File: src/rtl/mmio_pkg.sv
// mmio_pkg: shared MMIO console constants, command opcodes and fill FSM states.
package mmio_pkg;

  localparam logic [31:0] CHAR_BASE  = 32'hFFFF_E000;
  localparam logic [31:0] COLOR_BASE = 32'hFFFF_D000;
  localparam logic [31:0] IDLE_ADDR  = 32'h0000_0000;

  // Text cell index width; the buffer holds at most 4096 cells.
  localparam int CELL_W = 12;

  typedef enum logic {
    CLEAR_ALL = 1'b0,
    FILL_ROW  = 1'b1
  } console_op_e;

  typedef enum logic [1:0] {
    IDLE     = 2'd0,
    WR_CHAR  = 2'd1,
    WR_COLOR = 2'd2,
    FINISH   = 2'd3
  } fill_state_e;

endpackage

File: src/rtl/console_fill_fsm.sv
// console_fill_fsm: latches a console command and walks the target cells,
// writing the character plane then the colour plane for each cell.
//
//   state    | meaning
//   ---------+-----------------------------------------------------------
//   IDLE     | waiting for a command, cmd_ready high
//   WR_CHAR  | write char of current cell (holds while stalled)
//   WR_COLOR | write colour of current cell, then next cell or FINISH
//   FINISH   | one-cycle done pulse (plus error pulse for a bad row)
module console_fill_fsm
  import mmio_pkg::*;
#(
  parameter int COLS = 64,
  parameter int ROWS = 48
) (
  input  logic        clk,
  input  logic        reset,
  input  logic        i_stall,
  input  logic        i_cmd_valid,
  input  logic        i_cmd_op,
  input  logic [5:0]  i_cmd_row,
  input  logic [7:0]  i_cmd_char,
  input  logic [7:0]  i_cmd_color,
  output logic        o_cmd_ready,
  output logic        o_active,
  output logic        o_finish,
  output logic        o_err,
  output logic [31:0] o_eng_addr,
  output logic [31:0] o_eng_wdata
);

  localparam logic [CELL_W-1:0] LAST_ALL = CELL_W'(COLS * ROWS - 1);
  localparam logic [CELL_W-1:0] COLS_C   = CELL_W'(COLS);
  localparam logic [CELL_W-1:0] COLS_M1  = CELL_W'(COLS - 1);

  fill_state_e       r_state;
  fill_state_e       w_next;
  logic [CELL_W-1:0] r_cell;
  logic [CELL_W-1:0] r_last;
  logic [7:0]        r_char;
  logic [7:0]        r_color;
  logic              r_bad;
  logic [CELL_W-1:0] w_row_base;
  logic              w_row_bad;
  logic              w_is_fill;
  logic              w_accept;
  logic              w_step;

  assign w_is_fill  = (console_op_e'(i_cmd_op) == FILL_ROW);
  assign w_row_base = CELL_W'(i_cmd_row) * COLS_C;
  assign w_row_bad  = w_is_fill && (int'(i_cmd_row) >= ROWS);

  // Next-state logic; the write states only move on cycles the port is ours.
  always_comb begin
    w_next   = r_state;
    w_accept = 1'b0;
    w_step   = 1'b0;
    case (r_state)
      IDLE: begin
        if (i_cmd_valid) begin
          w_accept = 1'b1;
          w_next   = w_row_bad ? FINISH : WR_CHAR;
        end
      end
      WR_CHAR: begin
        if (!i_stall) w_next = WR_COLOR;
      end
      WR_COLOR: begin
        if (!i_stall) begin
          if (r_cell == r_last) begin
            w_next = FINISH;
          end else begin
            w_next = WR_CHAR;
            w_step = 1'b1;
          end
        end
      end
      FINISH:  w_next = IDLE;
      default: w_next = IDLE;
    endcase
  end

  // State register plus command latch and cell counter.
  always_ff @(posedge clk) begin
    if (reset) begin
      r_state <= IDLE;
      r_cell  <= '0;
      r_last  <= '0;
      r_char  <= '0;
      r_color <= '0;
      r_bad   <= 1'b0;
    end else begin
      r_state <= w_next;
      if (w_accept) begin
        r_char  <= i_cmd_char;
        r_color <= i_cmd_color;
        r_bad   <= w_row_bad;
        if (w_is_fill) begin
          r_cell <= w_row_base;
          r_last <= w_row_base + COLS_M1;
        end else begin
          r_cell <= '0;
          r_last <= LAST_ALL;
        end
      end else if (w_step) begin
        r_cell <= r_cell + CELL_W'(1);
      end
    end
  end

  // Engine-side address/data for whichever plane the current state writes.
  always_comb begin
    o_eng_addr  = IDLE_ADDR;
    o_eng_wdata = '0;
    if (r_state == WR_CHAR) begin
      o_eng_addr  = CHAR_BASE | {20'h0, r_cell};
      o_eng_wdata = {24'h0, r_char};
    end else if (r_state == WR_COLOR) begin
      o_eng_addr  = COLOR_BASE | {20'h0, r_cell};
      o_eng_wdata = {24'h0, r_color};
    end
  end

  assign o_cmd_ready = (r_state == IDLE);
  assign o_active    = (r_state == WR_CHAR) || (r_state == WR_COLOR);
  assign o_finish    = (r_state == FINISH);
  assign o_err       = (r_state == FINISH) && r_bad;

endmodule

File: src/rtl/mmio_console_arbiter.sv
// mmio_console_arbiter: shares the MMIO address/data port between the CPU
// data port and the console fill engine. The CPU normally has strict priority.
// Optional macro MMIO_FAIR_ARB_EN: after MAX_CPU_RUN consecutive CPU-owned
// cycles against an active engine, the engine gets one forced slot.
module mmio_console_arbiter
  import mmio_pkg::*;
#(
  parameter int COLS        = 64,
  parameter int ROWS        = 48,
  parameter int MAX_CPU_RUN = 16
) (
  input  logic        clk,
  input  logic        reset,
  input  logic        cpu_req,
  input  logic [31:0] cpu_addr,
  input  logic [31:0] cpu_wdata,
  output logic        cpu_grant,
  input  logic        cmd_valid,
  output logic        cmd_ready,
  input  logic        cmd_op,
  input  logic [5:0]  cmd_row,
  input  logic [7:0]  cmd_char,
  input  logic [7:0]  cmd_color,
  output logic [31:0] mmio_addr,
  output logic [31:0] mmio_wdata,
  output logic        busy,
  output logic        done,
  output logic        cmd_err
);

  logic        w_eng_ready;
  logic        w_eng_active;
  logic        w_eng_finish;
  logic        w_eng_err;
  logic [31:0] w_eng_addr;
  logic [31:0] w_eng_wdata;
  logic        w_force;

  console_fill_fsm #(
    .COLS(COLS),
    .ROWS(ROWS)
  ) u_fill (
    .clk         (clk),
    .reset       (reset),
    .i_stall     (cpu_grant),
    .i_cmd_valid (cmd_valid),
    .i_cmd_op    (cmd_op),
    .i_cmd_row   (cmd_row),
    .i_cmd_char  (cmd_char),
    .i_cmd_color (cmd_color),
    .o_cmd_ready (w_eng_ready),
    .o_active    (w_eng_active),
    .o_finish    (w_eng_finish),
    .o_err       (w_eng_err),
    .o_eng_addr  (w_eng_addr),
    .o_eng_wdata (w_eng_wdata)
  );

`ifdef MMIO_FAIR_ARB_EN
  localparam int RUN_W = $clog2(MAX_CPU_RUN + 1);
  logic [RUN_W-1:0] r_run;

  assign w_force = w_eng_active && (r_run == RUN_W'(MAX_CPU_RUN));

  // Count consecutive CPU-owned cycles that are holding off an active engine.
  always_ff @(posedge clk) begin
    if (reset || !cpu_req || w_force || !w_eng_active) r_run <= '0;
    else                                               r_run <= r_run + RUN_W'(1);
  end
`else
  logic w_unused_max_run;
  assign w_unused_max_run = (MAX_CPU_RUN != 0);
  assign w_force          = 1'b0;
`endif

  assign cpu_grant = cpu_req && !reset && !w_force;
  assign cmd_ready = w_eng_ready && !reset;
  assign busy      = w_eng_active && !reset;
  assign done      = w_eng_finish && !reset;
  assign cmd_err   = w_eng_err && !reset;

  // Port mux; MMIO decodes purely on address, so an unowned port is parked.
  always_comb begin
    mmio_addr  = IDLE_ADDR;
    mmio_wdata = '0;
    if (cpu_grant) begin
      mmio_addr  = cpu_addr;
      mmio_wdata = cpu_wdata;
    end else if (busy) begin
      mmio_addr  = w_eng_addr;
      mmio_wdata = w_eng_wdata;
    end
  end

endmodule

File: config.mk
export PLATFORM = sky130hd
export DESIGN_NAME = mmio_console_arbiter
export DESIGN_NICKNAME = d
export VERILOG_FILES = /design/src/rtl/mmio_pkg.sv /design/src/rtl/console_fill_fsm.sv /design/src/rtl/mmio_console_arbiter.sv
export SDC_FILE = /design/constraint.sdc
export NUM_CORES = 1
export LEC_CHECK = 0
export CORE_UTILIZATION = 44
export CTS_CLUSTER_DIAMETER = 30
export DETAILED_ROUTE_END_ITERATION = 10
export PLACE_DENSITY = 0.87
export SYNTH_ARGS = -nofsm -noshare
export SYNTH_HDL_FRONTEND = slang
export SYNTH_HIERARCHICAL = 1
export SYNTH_SLANG_ARGS = --single-unit
File: constraint.sdc
create_clock -name clk -period 4.12 [get_ports clk]
set_clock_uncertainty 0.15 [all_clocks]
set_input_delay 0.412 -clock clk [delete_from_list [all_inputs] [get_ports clk]]
set_output_delay 0.412 -clock clk [all_outputs]
set_load 0.005 [all_outputs]
==> flow_metrics.env, run 1 <==
export IMPL_status="complete, no violations"
export IMPL_slew_viol_final=0
export IMPL_syn_instance_count=400
export IMPL_p_leak_nw=1.583
export IMPL_rr_worst_depth=5
export IMPL_vdd_drop_max_uv=249.1
export IMPL_setup_viol=0
export IMPL_vias_per_cell=5.535
export IMPL_hold_path_class="register to register"
export IMPL_synth_area_leaders="dfxtp_1, a32o_1, buf_4, nand2_1, a21oi_1"
export IMPL_antenna_found_initial=0
export IMPL_crit_end="mmio_addr[4]"
export IMPL_worstMarginPinSlew_ns=1.127
export IMPL_finalCriticalPeriod_ns=3.631
export IMPL_clockBufferDepth=2
export IMPL_nFillCells=612
export IMPL_cp_max_fo=65
export IMPL_yosys_cell_types_count=49
export IMPL_initial_utilization=0.4607
export IMPL_syn_area_um2=3182
export IMPL_ys_async_sr_fraction=0
export IMPL_pre_cts_ws_ns=0.8082
export IMPL_grt_overflow_total=0
export IMPL_die_height_um=87.04
export IMPL_core_rowCount=30
export IMPL_cp_start_kind="register"
export IMPL_h_tree_depth=2
export IMPL_antenna_cells=0
export IMPL_crit_start="u_fill/r_state[1]$_SDFFE_PP0P_"
export IMPL_grt_pass1_wl_um=14590
export IMPL_cts_tree="yes"
export IMPL_slew_headroom=0.2469
export IMPL_crit_arrival_ns=3.07
export IMPL_postCtsHoldBufs=0
export IMPL_drc_errors=0
export IMPL_avgSynthCellArea_um2=7.955
export IMPL_ant_nets=0
export IMPL_drt_initial_drc_count=198
export IMPL_clk_pin_slew_worst_paths_ns=0.07
export IMPL_rsz0062_at_grt="no"
export IMPL_drive_above_1_share=0.04466
export IMPL_first_pass_iters=5
export IMPL_hold_viol=0
export IMPL_clkSinkCount=38
export IMPL_cts_repair_resized=0
export IMPL_routed_wl_um=9461
export IMPL_fmax_ghz=0.2754
export IMPL_clk_latency_ns=0.29
export IMPL_yosysSeqAreaShare=0.2391
export IMPL_worst_slack_ns=0.4885
export IMPL_syn_to_final_growth_pct=44.91
export IMPL_power_density_nw_per_um2=390.2
export IMPL_post_route_period_util=0.8814
export IMPL_finalPower_mw=1.799
export IMPL_die_area_um2=7575
export IMPL_ys_ff_latch=38
export IMPL_fin_util=0.6676
export IMPL_cts_root_buf="clkbuf_8"
export IMPL_grt_usage=0.2420
export IMPL_rrSetupSlack_ns=1.56
export IMPL_finalSetupTns_ns=0
export IMPL_synth_main_ff_cell="dfxtp_1"
export IMPL_grt_max_degree=66
export IMPL_synth_top_cell_by_area="dfxtp_1"
export IMPL_synth_edf_count=0
export IMPL_final_cell_mix="clkdlybuf4s50_1, a32o_1, nand2_1"
export IMPL_layout_commonest_cell="clkdlybuf4s50_1"
export IMPL_core_area_um2=6907
export IMPL_cp_end_kind="primary output"
export IMPL_cp_required_ns=3.56
export IMPL_yosys_warnings=6
export IMPL_cts_setup_buffers=0
export IMPL_die_w_um=87.04
export IMPL_grt_pass1_vias=3066
export IMPL_portBuffers=159
export IMPL_reg2reg_from="u_fill/r_cell[8]$_SDFFE_PP0P_"
export IMPL_place_gp_congestion=0.8348
export IMPL_r2r_end="u_fill/r_cell[8]$_SDFFE_PP0P_"
export IMPL_finalNetCount=612
export IMPL_max_cap_violations=0
export IMPL_whs_ns=0.3079
export IMPL_cts_made_buffers=5
export IMPL_ios=160
export IMPL_vias=3382
export IMPL_path_class="register to primary output"
export IMPL_wire_per_inst_um=15.48
export IMPL_dp_hpwl_um=6826
export IMPL_synth_top_area_share=0.2391
[report_power, final]
group          leakage (nW)  switching (mW)  internal (mW)
registers             0.311          0.0655          0.440
logic                  1.22           0.557          0.469
clock network        0.0472           0.134          0.134
[metal layers]
| layer | vias to the layer above | GRT usage | share of wire |
|---|---|---|---|
| met2 | 127 | 0.4281 | 0.49 |
| met1 | 1590 | 0.2941 | 0.41 |
| met3 | 17 | 0.04360 | 0.075 |
| met4 | 0 | 0.08182 | 0.020 |
| li1 | 1648 | - | - |
| met5 | - | 0 | 0 |
[cell usage after synthesis (2+ instances only)]
cell type and instances:
a32o_1 64, nand2_1 59, buf_4 43, dfxtp_1 38
a21oi_1 26, clkbuf_1 19, nor2_1 16, o21ai_0 15
nor2b_1 13, nor3_1 12, buf_2 8, nand3_1 8
buf_6 7, ha_1 7, inv_1 7, xnor2_1 6
nor3b_1 5, nand4_1 4, or3_1 4, and2_1 3
mux2i_1 3, xor2_1 3, a311oi_1 2, and2b_1 2
clkbuf_2 2
[flip-flops by register name, indices dropped and copies added (netlist names)]
name / flops
u_fill/r_color: 8
u_fill/r_state: 2
u_fill/r_cell: 12
u_fill/r_char: 8
u_fill/r_bad: 1
u_fill/r_last: 7
[layout make-up]
| class | count | area (µm²) | share of cell area |
|---|---|---|---|
| Clock buffer | 6 | 82.58 | 0.01791 |
| Clock inverter | 2 | 12.51 | 0.002714 |
| Inverter | 8 | 30.03 | 0.006513 |
| Multi-Input combinational cell | 297 | 1963 | 0.4258 |
| Sequential cell | 38 | 760.7 | 0.1650 |
| Tap cell | 96 | 120.1 | 0.02605 |
| Timing Repair Buffer | 164 | 1642 | 0.3560 |
[stage by stage]
step                      instance area, µm²  cells
final                                   4611    611
after CTS                               4611    611
after global routing                    4611    611
after global placement                  4516    603
after detailed placement                4516    603
after floorplan                         3268    423
[cell families (layout without fill, tap and decap cells)]
kind of cell	after synthesis	in the layout	share of synthesized area
buffers and inverters	88	180	0.1750
adder cells (fa/ha/maj)	7	7	0.02753
XOR/XNOR	9	9	0.02478
other	1	24	0.001179
AO/OA/AOI/OAI	122	122	0.3232
AND/OR/NAND/NOR	131	131	0.1962
multiplexers	4	4	0.01298
flip-flops	38	38	0.2391
[worst min-delay path by stage]
stage,start,cells after the start,end
5_1_grt,u_fill/r_color[2]$_SDFFE_PP0P_,2,u_fill/r_color[2]$_SDFFE_PP0P_
3_5_place_dp,u_fill/r_char[7]$_SDFFE_PP0P_,2,u_fill/r_char[7]$_SDFFE_PP0P_
6_report,u_fill/r_char[2]$_SDFFE_PP0P_,2,u_fill/r_char[2]$_SDFFE_PP0P_
4_1_cts,u_fill/r_char[7]$_SDFFE_PP0P_,2,u_fill/r_char[7]$_SDFFE_PP0P_
2_1_floorplan,u_fill/r_char[0]$_SDFFE_PP0P_,2,u_fill/r_char[0]$_SDFFE_PP0P_
3_3_place_gp,u_fill/r_char[0]$_SDFFE_PP0P_,2,u_fill/r_char[0]$_SDFFE_PP0P_
[worst max-delay path, cell delays in order (launching register included)]
cell	delay, ns
dfxtp_1	0.41
inv_1	0.11
ha_1	0.69
nor2b_4	0.25
buf_4	0.52
a32o_1	0.27
clkdlybuf4s50_1	0.51
Note: power is estimated with default switching activity, not from simulation.
==> run 2: changes to the inputs <==
--- a/config.mk
+++ b/config.mk
@@ -5,6 +5,7 @@
 export SDC_FILE = /design/constraint.sdc
 export NUM_CORES = 1
 export LEC_CHECK = 0
+export CORE_ASPECT_RATIO = 1.25
 export CORE_UTILIZATION = 44
 export CTS_CLUSTER_DIAMETER = 30
 export DETAILED_ROUTE_END_ITERATION = 10
==> run 2 against run 1 <==
Compared with the run above:
- sequential power is essentially flat
- power grew 1.3%
- highest routed layer unchanged
- maximum frequency grew 6.1%
- global-route usage grew 0.39 points
- sequential share of layout area is essentially flat
- critical endpoint is now mmio_addr[10]
- routed wire length grew 2.2%
- clock power grew 2%
==> flow_metrics.env, run 2 (synthesis results as in run 1) <==
export IMPL_status="complete, no violations"
export IMPL_grt_overflow_total=0
export IMPL_syn_to_final_growth_pct=44.99
export IMPL_hold_path_class="register to register"
export IMPL_first_pass_iters=5
export IMPL_power_density_nw_per_um2=395.1
export IMPL_slew_headroom=0.3727
export IMPL_reg_largest_list="u_fill/r_cell: 12 flops, u_fill/r_char: 8 flops, u_fill/r_color: 8 flops"
export IMPL_p_leak_nw=1.594
export IMPL_portBuffers=159
export IMPL_finalNetCount=615
export IMPL_dp_hpwl_um=7007
export IMPL_ant_nets=0
export IMPL_drc_errors=0
export IMPL_grt_usage=0.2459
export IMPL_multi_input_area_um2=1963
export IMPL_core_area_um2=6977
export IMPL_hold_viol=0
export IMPL_nFillCells=597
export IMPL_grt_pass1_vias=3149
export IMPL_cts_made_buffers=5
export IMPL_drt_initial_drc_count=153
export IMPL_die_height_um=97.08
export IMPL_hp_start="u_fill/r_color[4]$_SDFFE_PP0P_"
export IMPL_setup_viol=0
export IMPL_grt_max_degree=66
export IMPL_wire_per_inst_um=15.90
export IMPL_drive_above_1_share=0.05019
export IMPL_r2r_end="u_fill/r_cell[8]$_SDFFE_PP0P_"
export IMPL_fmax_ghz=0.2921
export IMPL_largest_reg_flops=12
export IMPL_clk_latency_ns=0.29
export IMPL_vias_per_cell=5.592
export IMPL_antenna_found_initial=0
export IMPL_placedInstanceArea_um2=4518
export IMPL_ios=160
export IMPL_max_cap_violations=0
export IMPL_cts_repair_resized=0
export IMPL_cp_max_fo=65
export IMPL_final_seq_area_um2=760.7
export IMPL_cp_end_kind="primary output"
export IMPL_cts_root_buf="clkbuf_8"
export IMPL_die_area_um2=7578
export IMPL_die_w_um=78.06
export IMPL_vdd_drop_max_uv=269.3
export IMPL_clk_pin_slew_worst_paths_ns=0.08
export IMPL_cts_setup_buffers=0
export IMPL_grt_pass1_wl_um=15240
export IMPL_pre_cts_ws_ns=0.9022
export IMPL_regMostFlops="u_fill/r_cell"
export IMPL_initial_utilization=0.4561
export IMPL_crit_arrival_ns=2.86
export IMPL_final_area_um2=4613
export IMPL_slew_viol_final=0
export IMPL_clkSinkCount=38
export IMPL_finalCriticalPeriod_ns=3.424
export IMPL_final_cell_mix="clkdlybuf4s50_1, a32o_1, nand2_1"
export IMPL_cp_required_ns=3.56
export IMPL_core_rowCount=34
export IMPL_h_tree_depth=2
export IMPL_vias=3400
export IMPL_routed_wl_um=9665
export IMPL_place_gp_congestion=0.9028
export IMPL_rr_worst_depth=5
export IMPL_hold_depth=2
export IMPL_stdcell_count=608
export IMPL_cts_tree="yes"
export IMPL_place_inst=600
export IMPL_path_class="register to primary output"
export IMPL_clockBufferDepth=2
export IMPL_post_route_period_util=0.8310
export IMPL_rsz0062_at_grt="no"
export IMPL_worst_slack_ns=0.6963
export IMPL_whs_ns=0.3135
export IMPL_reg2reg_from="u_fill/r_cell[0]$_SDFFE_PP0P_"
export IMPL_postCtsHoldBufs=0
export IMPL_hold_end="u_fill/r_color[4]$_SDFFE_PP0P_"
export IMPL_finalSetupTns_ns=0
export IMPL_rrSetupSlack_ns=1.59
export IMPL_worstMarginPinSlew_ns=0.9396
export IMPL_layout_commonest_cell="clkdlybuf4s50_1"
export IMPL_antenna_cells=0
export IMPL_cp_start_kind="register"
[run 2: cell types whose count changed in the layout (fill, tap and decap cells not counted), sizes merged]
cell,previous run,this run
buf,5,8
[run 2: worst max path at each step]
stage | startpoint | endpoint | slack [ns]
after floorplan | u_fill/r_state[1]$_SDFFE_PP0P_ | mmio_addr[10] | 1.89
final | u_fill/r_state[1]$_SDFFE_PP0P_ | mmio_addr[10] | 0.70
after global placement | reset | mmio_addr[8] | 0.99
after global routing | u_fill/r_state[1]$_SDFFE_PP0P_ | mmio_addr[10] | 0.56
after detailed placement | reset | mmio_addr[10] | 0.90
after CTS | u_fill/r_state[1]$_SDFFE_PP0P_ | mmio_addr[10] | 0.70
[run 2: cell type report]
type	instances	area share
inverters	8	0.006509
flip-flops and latches	38	0.1649
clock inverters	2	0.002712
clock buffers	6	0.01790
well taps	90	0.02441
repair buffers	167	0.3580
multi-input cells	297	0.4255
[run 2: per-stage QoR]
step	util	total power [mW]
2_1_floorplan	-	1.403
3_3_place_gp	0.6476	1.517
3_5_place_dp	0.6476	1.548
4_1_cts	0.6612	1.823
5_1_grt	0.6612	1.937
6_report	0.6612	1.822
[run 2: worst max-delay path, cell delays in order (launching register included)]
cell	delay [ns]
dfxtp_1	0.42
inv_1	0.11
ha_1	0.29
buf_4	0.23
nor2b_4	0.17
buf_4	0.52
a32o_1	0.27
clkdlybuf4s50_1	0.52
[run 2: per-layer routing]
metal,GRT usage,wire (µm),vias to the layer above
met5,0,0,-
met4,0.08547,153,0
met3,0.04883,704,12
met2,0.4372,4940,143
met1,0.2885,3867,1598
li1,-,-,1647
[run 2: power breakdown]
group / switching, mW / internal (mW)
Combinational: 0.567 / 0.477
Clock: 0.138 / 0.135
Sequential: 0.0655 / 0.440
Total: 0.771 / 1.05
==> run 3: changes to the inputs <==
--- a/config.mk
+++ b/config.mk
@@ -6,10 +6,10 @@
 export NUM_CORES = 1
 export LEC_CHECK = 0
 export CORE_ASPECT_RATIO = 1.25
-export CORE_UTILIZATION = 44
+export CORE_UTILIZATION = 37
 export CTS_CLUSTER_DIAMETER = 30
 export DETAILED_ROUTE_END_ITERATION = 10
-export PLACE_DENSITY = 0.87
+export PLACE_DENSITY = 0.78
 export SYNTH_ARGS = -nofsm -noshare
 export SYNTH_HDL_FRONTEND = slang
 export SYNTH_HIERARCHICAL = 1
==> constraint.sdc (replaced) <==
create_clock -name clk -period 2.76 [get_ports clk]
set_clock_uncertainty 0.15 [all_clocks]
set_input_delay 0.276 -clock clk [delete_from_list [all_inputs] [get_ports clk]]
set_output_delay 0.276 -clock clk [all_outputs]
set_load 0.005 [all_outputs]
==> run 3 against run 2 <==
Compared with the run above:
- the flow now finishes with violations (DRC)
- clock power up 110%
- via count up 2.9%
- global-route usage down 3.6 points
- sequential cell count unchanged
- power up 80%
- register-to-register slack worse by 1.2 ns
- sequential power up 52%
- non-clock buffer count up 14
- setup slack worse by 0.64 ns
- combinational power up 88%
==> flow_metrics.env, run 3 (synthesis results as in run 1) <==
export IMPL_vdd_drop_max_uv=547.9
export IMPL_cts_root_buf="clkbuf_8"
export IMPL_portBuffers=159
export IMPL_max_stage_delay_ns=0.51
export IMPL_finalPower_mw=3.281
export IMPL_hold_end="u_fill/r_char[2]$_SDFFE_PP0P_"
export IMPL_layout_commonest_cell="clkdlybuf4s50_1"
export IMPL_cp_end_kind="primary output"
export IMPL_clkSinkCount=38
export IMPL_reg2reg_from="u_fill/r_cell[2]$_SDFFE_PP0P_"
export IMPL_wire_per_inst_um=16.61
export IMPL_vias_per_cell=5.561
export IMPL_hold_viol=0
export IMPL_final_cell_mix="clkdlybuf4s50_1, a32o_1, nand2_1"
export IMPL_grt_overflow_total=0
export IMPL_status="complete, but fails checks"
export IMPL_core_area_um2=8287
export IMPL_setup_viol=0
export IMPL_regMostFlops="u_fill/r_cell"
export IMPL_cp_start_kind="register"
export IMPL_cp_required_ns=2.33
export IMPL_rrSetupSlack_ns=0.36
export IMPL_rr_worst_depth=5
export IMPL_crit_arrival_ns=2.28
export IMPL_slew_viol_final=0
export IMPL_nFillCells=747
export IMPL_antenna_cells=0
export IMPL_drive_above_1_share=0.09023
export IMPL_clk_pin_slew_worst_paths_ns=0.08
export IMPL_place_gp_congestion=0.8317
export IMPL_initial_utilization=0.3840
export IMPL_power_density_nw_per_um2=666.0
export IMPL_cts_tree="yes"
export IMPL_clk_latency_ns=0.29
export IMPL_core_rowCount=37
export IMPL_cts_made_buffers=5
export IMPL_max_cap_violations=0
export IMPL_hold_depth=2
export IMPL_drc_errors=19
export IMPL_finalCriticalPeriod_ns=2.701
export IMPL_die_height_um=105.7
export IMPL_grt_pass1_vias=3182
export IMPL_hp_start="u_fill/r_char[2]$_SDFFE_PP0P_"
export IMPL_ant_nets=0
export IMPL_worstMarginPinSlew_ns=0.5765
export IMPL_antenna_found_initial=0
export IMPL_path_class="register to primary output"
export IMPL_die_area_um2=8977
export IMPL_die_w_um=84.95
export IMPL_finalNetCount=629
export IMPL_path_cells="clkinvlp_4 -> ha_4 -> nor2b_4 -> buf_12 -> clkbuf_16 -> a32o_1 -> clkdlybuf4s50_1"
export IMPL_drt_initial_drc_count=229
export IMPL_fmax_ghz=0.3702
export IMPL_postCtsHoldBufs=0
export IMPL_clockBufferDepth=2
export IMPL_grt_pass1_wl_um=15610
export IMPL_dp_hpwl_um=7139
export IMPL_p_leak_nw=1.734
export IMPL_post_route_period_util=0.9787
export IMPL_grt_max_degree=66
export IMPL_h_tree_depth=2
export IMPL_largest_reg_flops=12
export IMPL_violations="DRC"
export IMPL_first_pass_iters=11
export IMPL_hold_path_class="register to register"
export IMPL_cp_max_fo=8
export IMPL_syn_to_final_growth_pct=54.86
export IMPL_worst_slack_ns=0.05872
export IMPL_slew_headroom=0.6157
export IMPL_r2r_end="u_fill/r_cell[8]$_SDFFE_PP0P_"
export IMPL_ios=160
export IMPL_cp_slowest_cell="clkdlybuf4s50_1"
export IMPL_pre_cts_ws_ns=0.1493
export IMPL_fin_util=0.5946
export IMPL_reg_largest_list="u_fill/r_cell: 12 flops, u_fill/r_char: 8 flops, u_fill/r_color: 8 flops"
export IMPL_grt_usage=0.2102
export IMPL_crit_start="u_fill/r_state[0]$_SDFFE_PP0P_"
export IMPL_vias=3498
export IMPL_routed_wl_um=10450
[run 3: power breakdown]
| group | internal [mW] | switching (mW) | total [mW] |
|---|---|---|---|
| Combinational | 0.985 | 0.960 | 1.95 |
| Clock | 0.362 | 0.206 | 0.568 |
| Sequential | 0.662 | 0.106 | 0.768 |
| Total | 2.01 | 1.27 | 3.28 |
[run 3: what timing repair did]
action,CTS,global route
endpoints found under the setup margin,15,39
endpoints found under the hold margin,0,0
buffers inserted,0,6
resized for setup,6,6
cloned,0,5
[run 3: worst max path at each step]
stage / slack (ns) / cells past startpoint / endpoint
finish: 0.06 / 7 / mmio_addr[6]
CTS: -0.0004 / 6 / mmio_addr[13]
global route: -0.01 / 7 / mmio_addr[3]
floorplan: 0.66 / 6 / mmio_addr[10]
global placement: 0.23 / 5 / mmio_addr[13]
detailed placement: 0.15 / 7 / mmio_addr[3]
[run 3: metal layers]
| metal | routed length [µm] | global-route usage | part of all wire |
|---|---|---|---|
| met5 | 0 | 0 | 0 |
| met4 | 145 | 0.05932 | 0.014 |
| met3 | 730 | 0.03446 | 0.070 |
| met2 | 5351 | 0.3831 | 0.51 |
| met1 | 4221 | 0.2504 | 0.40 |
[run 3: cell type report]
| type | instances | area [µm²] | area share |
|---|---|---|---|
| Timing Repair Buffer | 181 | 1866 | 0.3786 |
| Inverter | 8 | 33.78 | 0.006856 |
| Tap cell | 97 | 121.4 | 0.02463 |
| Clock buffer | 5 | 68.82 | 0.01397 |
| Clock inverter | 3 | 68.82 | 0.01397 |
| Multi-Input combinational cell | 297 | 2003 | 0.4066 |
| Sequential cell | 38 | 765.7 | 0.1554 |
[run 3: worst max-delay path, delay by kind of cell (launching register included)]
family	cells	cell delay, ns
compound gates	1	0.18
buf+inv	4	0.96
fa+ha+maj	1	0.30
simple gates	1	0.15
flops	1	0.39
[run 3: stage by stage]
stage	hold WS [ns]	std cells	cell area, µm²	setup TNS [ns]
2_1_floorplan	0.2620	423	3268	0
3_3_place_gp	0.2947	610	4587	0
3_5_place_dp	0.2989	610	4587	0
4_1_cts	0.3108	618	4732	-0.0003886
5_1_grt	0.3369	629	4927	-0.02090
6_report	0.3069	629	4927	0
